File: config.mk
export PLATFORM = sky130hd
export DESIGN_NAME = hazard_stall_ctrl
export DESIGN_NICKNAME = d
export VERILOG_FILES = /design/src/rtl/hazard_stall_ctrl_pkg.sv /design/src/rtl/hazard_stall_ctrl_mem_wait_fsm.sv /design/src/rtl/hazard_stall_ctrl.sv
export SDC_FILE = /design/constraint.sdc
export NUM_CORES = 1
export LEC_CHECK = 0
export ABC_AREA = 1
export CORE_ASPECT_RATIO = 1.4
export CORE_UTILIZATION = 65
export CTS_BUF_LIST = sky130_fd_sc_hd__clkbuf_2
export DETAILED_ROUTE_END_ITERATION = 6
export DONT_BUFFER_PORTS = 1
export HOLD_SLACK_MARGIN = 0.1
export PLACE_DENSITY = 0.81
export REMOVE_ABC_BUFFERS = 1
export SLEW_MARGIN = 5
export SYNTH_ARGS = -nofsm -noshare
export SYNTH_HDL_FRONTEND = slang
export SYNTH_HIERARCHICAL = 1
export SYNTH_SLANG_ARGS = --single-unit
File: constraint.sdc
create_clock -name clk -period 3.4 [get_ports clk]
set_clock_uncertainty 0.1 [all_clocks]
set_input_delay 0.34 -clock clk [delete_from_list [all_inputs] [get_ports clk]]
set_output_delay 0.34 -clock clk [all_outputs]
set_load 0.02 [all_outputs]
File: src/rtl/hazard_stall_ctrl_pkg.sv
// hazard_stall_ctrl_pkg: shared types and default latencies for the hazard/stall controller
package hazard_stall_ctrl_pkg;
  localparam int SB_RW = 8;
  localparam int SB_CW = 8;
  localparam int DEF_LOAD_LAT = 1;
  localparam int DEF_WB_LAT = 3;
  localparam int DEF_BR_EXTRA = 1;
  localparam int DEF_MAX_WAIT = 15;
  typedef enum logic [1:0] {IDLE, WAIT, ERR} mem_state_e;
  // cnt runs BR_EXTRA past the non-branch latency so a branch reader ages out too
  typedef struct packed {
    logic valid;
    logic [SB_RW-1:0] rd;
    logic [SB_CW-1:0] cnt;
  } sb_entry_t;
endpackage

File: src/rtl/hazard_stall_ctrl_mem_wait_fsm.sv
// mem_wait_fsm: freezes the pipeline during data-memory wait states, with a sticky timeout
module mem_wait_fsm
  import hazard_stall_ctrl_pkg::*;
#(
  parameter int MAX_WAIT = DEF_MAX_WAIT,
  parameter int CNTW = 4
) (
  input  logic            clk,
  input  logic            nrst,
  input  logic            mem_req,
  input  logic            dmem_ready,
  output logic            freeze,
  output logic            mem_err,
  output logic [CNTW-1:0] wait_cnt
);
  mem_state_e state, state_n;
  logic [CNTW-1:0] cnt_n;
  logic freeze_raw;
  always_ff @(posedge clk)
    if (!nrst) begin
      state <= IDLE;
      wait_cnt <= '0;
    end else begin
      state <= state_n;
      wait_cnt <= cnt_n;
    end
  always_comb begin
    state_n = state;
    cnt_n = wait_cnt;
    freeze_raw = 1'b0;
    case (state)
      IDLE: if (mem_req && !dmem_ready) begin
        freeze_raw = 1'b1;
        state_n = WAIT;
        cnt_n = CNTW'(1);
      end
      WAIT: begin
        freeze_raw = !dmem_ready;
        if (dmem_ready) begin
          state_n = IDLE;
          cnt_n = '0;
        end else if (wait_cnt == CNTW'(MAX_WAIT)) state_n = ERR;
        else cnt_n = wait_cnt + 1'b1;
      end
      ERR: freeze_raw = 1'b1;
      default: state_n = IDLE;
    endcase
  end
  assign freeze = nrst & freeze_raw;
  assign mem_err = state == ERR;
endmodule

File: src/rtl/hazard_stall_ctrl.sv
// hazard_stall_ctrl: ID-stage scoreboard hazard detection driving stall, bubble and memory-wait freeze
module hazard_stall_ctrl
  import hazard_stall_ctrl_pkg::*;
#(
  parameter int NREG = 32,
  parameter int RW = $clog2(NREG),
  parameter int DEPTH = 4,
  parameter int FWD_EN = 1,
  parameter int LOAD_LAT = DEF_LOAD_LAT,
  parameter int WB_LAT = DEF_WB_LAT,
  parameter int BR_EXTRA = DEF_BR_EXTRA,
  parameter int MAX_WAIT = DEF_MAX_WAIT,
  parameter int CNTW = 4
) (
  input  logic            clk,
  input  logic            nrst,
  input  logic            id_valid,
  input  logic [RW-1:0]   id_rs1,
  input  logic [RW-1:0]   id_rs2,
  input  logic            id_use_rs1,
  input  logic            id_use_rs2,
  input  logic [RW-1:0]   id_rd,
  input  logic            id_we,
  input  logic            id_is_load,
  input  logic            id_is_branch,
  input  logic            flush,
  input  logic            mem_req,
  input  logic            dmem_ready,
  output logic            stall_f,
  output logic            bubble_d,
  output logic            freeze,
  output logic            mem_err,
  output logic [CNTW-1:0] wait_cnt
);
  sb_entry_t sb [DEPTH];
  sb_entry_t ins;
  logic [SB_CW-1:0] need1, need2;
  logic hazard, stall_raw;
  mem_wait_fsm #(.MAX_WAIT(MAX_WAIT), .CNTW(CNTW)) u_mem (
    .clk(clk), .nrst(nrst), .mem_req(mem_req), .dmem_ready(dmem_ready),
    .freeze(freeze), .mem_err(mem_err), .wait_cnt(wait_cnt)
  );
  function automatic sb_entry_t aged(input sb_entry_t e);
    return '{valid: e.valid, rd: e.rd, cnt: e.cnt == '0 ? '0 : e.cnt - 1'b1};
  endfunction
  function automatic logic src_hazard(input logic [RW-1:0] rs, input logic use_rs,
                                      input logic br, input logic [SB_CW-1:0] need);
    return use_rs && rs != '0 && (br ? need != '0 : need > SB_CW'(BR_EXTRA));
  endfunction
  // walk oldest to youngest so the youngest matching writer wins
  always_comb begin
    need1 = '0;
    need2 = '0;
    for (int i = DEPTH - 1; i >= 0; i--) begin
      need1 = sb[i].valid && sb[i].rd == SB_RW'(id_rs1) ? sb[i].cnt : need1;
      need2 = sb[i].valid && sb[i].rd == SB_RW'(id_rs2) ? sb[i].cnt : need2;
    end
  end
  assign hazard = src_hazard(id_rs1, id_use_rs1, id_is_branch, need1)
                | src_hazard(id_rs2, id_use_rs2, id_is_branch, need2);
  assign stall_raw = id_valid & hazard & ~flush;
  assign stall_f = nrst & ~freeze & stall_raw;
  assign bubble_d = nrst & ~freeze & (stall_raw | flush);
  assign ins.valid = id_valid & id_we & (id_rd != '0) & ~stall_raw & ~flush;
  assign ins.rd = SB_RW'(id_rd);
  assign ins.cnt = SB_CW'(FWD_EN != 0 ? (id_is_load ? LOAD_LAT : 0) + BR_EXTRA : WB_LAT + BR_EXTRA);
  always_ff @(posedge clk)
    if (!nrst) sb <= '{default: '0};
    else if (!freeze) begin
      sb[0] <= ins;
      for (int i = 1; i < DEPTH; i++) sb[i] <= aged(sb[i-1]);
    end
endmodule
==> results.sh <==
export IMPL_max_cap_viol_count=0
export IMPL_hold_path_class="in -> reg"
export IMPL_cts_hold_buf=12
export IMPL_synth_cells=392
export IMPL_instances_no_fill=450
export IMPL_irDropWorstVdd_mv=0.308
export IMPL_antenna_found_initial=0
export IMPL_area_growth_pct=7.57
export IMPL_drv_slew=0
export IMPL_gr_total_overflow=0
export IMPL_grt_pass1_vias=2512
export IMPL_io_buffers=0
export IMPL_final_common_cell="nand2_1"
export IMPL_synthFlopType="dfxtp_1"
export IMPL_drive_above_1_share=0.106
export IMPL_slowest_delay_ps=670
export IMPL_wl_um=6430
export IMPL_p_leak_nw=1.24
export IMPL_fin_crit_sh=0.876
export IMPL_gp_congestion=0.910
export IMPL_dieArea_mm2=0.00436
export IMPL_avgViaCountPerCell=5.70
export IMPL_firstDrtPassIters=4
export IMPL_grt_pass1_wl_um=10800
export IMPL_ys_seq_elements=49
export IMPL_grt_usage=0.315
export IMPL_slew_headroom=0.694
export IMPL_yosys_warnings=6
export IMPL_setup_viol=0
export IMPL_worst_pin_slew_ps=458
export IMPL_clk_latency_ps=430
export IMPL_drtIter0Drc=155
export IMPL_grt_busiest_layer="met2"
export IMPL_crit_top_cell="nor2_2"
export IMPL_post_synth_instance_area_mm2=0.00266
export IMPL_hold_viol=0
export IMPL_syn_area_per_cell_um2=6.79
export IMPL_met3_usage=0.0550
export IMPL_cts_root_buffer="clkbuf_2"
export IMPL_core_area_mm2=0.00392
export IMPL_dp_hpwl_um=4860
export IMPL_cts_inserted_buffers=5
export IMPL_die_w_um=56.1
export IMPL_gr_usage_met1=0.350
export IMPL_r2r_start="u_mem/state[0]"
export IMPL_hold_start="mem_req"
export IMPL_cts_setup_buffers=0
export IMPL_r2r_setup_slack_ps=970
export IMPL_io_pins=34
export IMPL_startpoint_type="input port"
export IMPL_cts_sink_count=49
export IMPL_post_route_drc_count=0
export IMPL_fmax_mhz=336
export IMPL_placed_cells=430
export IMPL_diodes=0
export IMPL_cp_max_fo=25
export IMPL_min_period_ps=2980
export IMPL_async_flop_share=0
export IMPL_synth_edf_count=0
export IMPL_crit_type="in -> out"
export IMPL_grt_max_degree=31
export IMPL_die_h_um=77.7
export IMPL_path_buf_inv=3
export IMPL_met2_usage=0.570
export IMPL_drt_wirelength_per_cell_um=14.3
export IMPL_tns_ps=0
export IMPL_cts_tree="yes"
export IMPL_initial_core_util=0.679
export IMPL_ys_seq_area_frac=0.368
export IMPL_cts_resized_gates=0
export IMPL_htreeDepth=2
export IMPL_worst_path_max_delay_cell="dlygate4sd3_1"
export IMPL_crit_chain="dlygate4sd3_1, nor2_2, o21ai_1, a21oi_1, buf_4, nor2_2, inv_2, nor3_2"
export IMPL_antenna_left=0
export IMPL_critical_path_top_delay_family="buffers and inverters"
export IMPL_endpoint_kind="primary output"
export IMPL_synthDistinctLibCells=34
export IMPL_rsz0062_at_grt="false"
export IMPL_arrival_ps=2540
export IMPL_startpoint="dmem_ready"
export IMPL_rows=27
export IMPL_cts_buffer_depth=2
export IMPL_required_ps=2960
export IMPL_clk_pin_slew_ps=210
export IMPL_status="complete, no violations"
export IMPL_powerDensity_mw_per_mm2=355
export IMPL_via_count=2563
export IMPL_layout_nets=438
export IMPL_layout_common_cells="103 x nand2_1, 49 x dfxtp_1, 48 x inv_1, 33 x nor2_1, 27 x o22ai_1"
export IMPL_total_power_w=0.00102
## cells in the mapped netlist, types with 3 or more instances
master,count,area share
nand2_1,103,0.15
dfxtp_1,49,0.37
inv_1,48,0.068
nor2_1,33,0.047
o22ai_1,27,0.063
o21ai_0,21,0.039
a21oi_1,14,0.026
nand3_1,13,0.024
inv_2,12,0.017
nand4_1,8,0.019
nor2_2,7,0.016
ha_1,6,0.028
clkbuf_1,5,0.0070
o21ai_1,5,0.0094
xnor2_1,5,0.016
xor2_1,5,0.016
nor3_1,4,0.0075
nand2_2,3,0.0070
## metal layers
layer / wire, um / up-vias / share of wire
met5: 0 / - / 0
met4: 230 / 0 / 0.036
met3: 303 / 17 / 0.047
met2: 3390 / 81 / 0.53
met1: 2510 / 1164 / 0.39
li1: - / 1301 / -
## state kept, by name, indices dropped and copies added (netlist names)
name            flops
u_mem/state         2
sb                 43
u_mem/wait_cnt      4
## cell type report
type                            count  area [um^2]
Tap cell                           43         53.8
Timing Repair Buffer               14          135
Sequential cell                    49          981
Inverter                           62          233
Multi-Input combinational cell    274         1420
Fill cell                         349         1050
Clock buffer                        8         40.0
## worst reg2reg max path, cell delays in order (launching register included)
cell and delay [ps]:
dfxtp_1 430, nor2_1 150, inv_1 110, a21oi_1 70, buf_4 180, nor2_2 360
nand3_1 120, a31oi_1 160, nand3_1 100, dlygate4sd3_1 560, nand2_1 60
## per-stage QoR
stage | utilization | setup slack [ps] | hold WS, ps | instance area [um^2]
floorplan | - | 794 | 323 | 2640
global placement | 0.690 | 1120 | 334 | 2700
detailed placement | 0.690 | 1040 | 334 | 2700
CTS | 0.731 | 466 | 143 | 2860
global route | 0.731 | 254 | 149 | 2860
finish | 0.731 | 420 | 179 | 2860
## cell families (layout without fill, tap and decap cells)
group | Yosys count | after routing | share of synthesized area
xor+xnor | 10 | 10 | 0.0329
simple gates | 181 | 181 | 0.303
buf+inv | 69 | 84 | 0.0977
fa+ha+maj | 6 | 6 | 0.0282
flops | 49 | 49 | 0.368
compound gates | 77 | 77 | 0.170
## power breakdown
| group | switching (W) | total [W] | internal (W) |
|---|---|---|---|
| Clock | 0.000175 | 0.000235 | 0.0000605 |
| Combinational | 0.000100 | 0.000161 | 0.0000611 |
| Sequential | 0.0000211 | 0.000621 | 0.000600 |
| Total | 0.000296 | 0.00102 | 0.000722 |
## worst paths after layout
| kind | end | depth (start not counted) |
|---|---|---|
| max reg2reg | sb[67] | 10 |
| min reg2reg | sb[0] | 1 |
| max | stall_f | 8 |
| min | u_mem/wait_cnt[0] | 4 |
No activity file was read; power rests on OpenSTA's default activity.
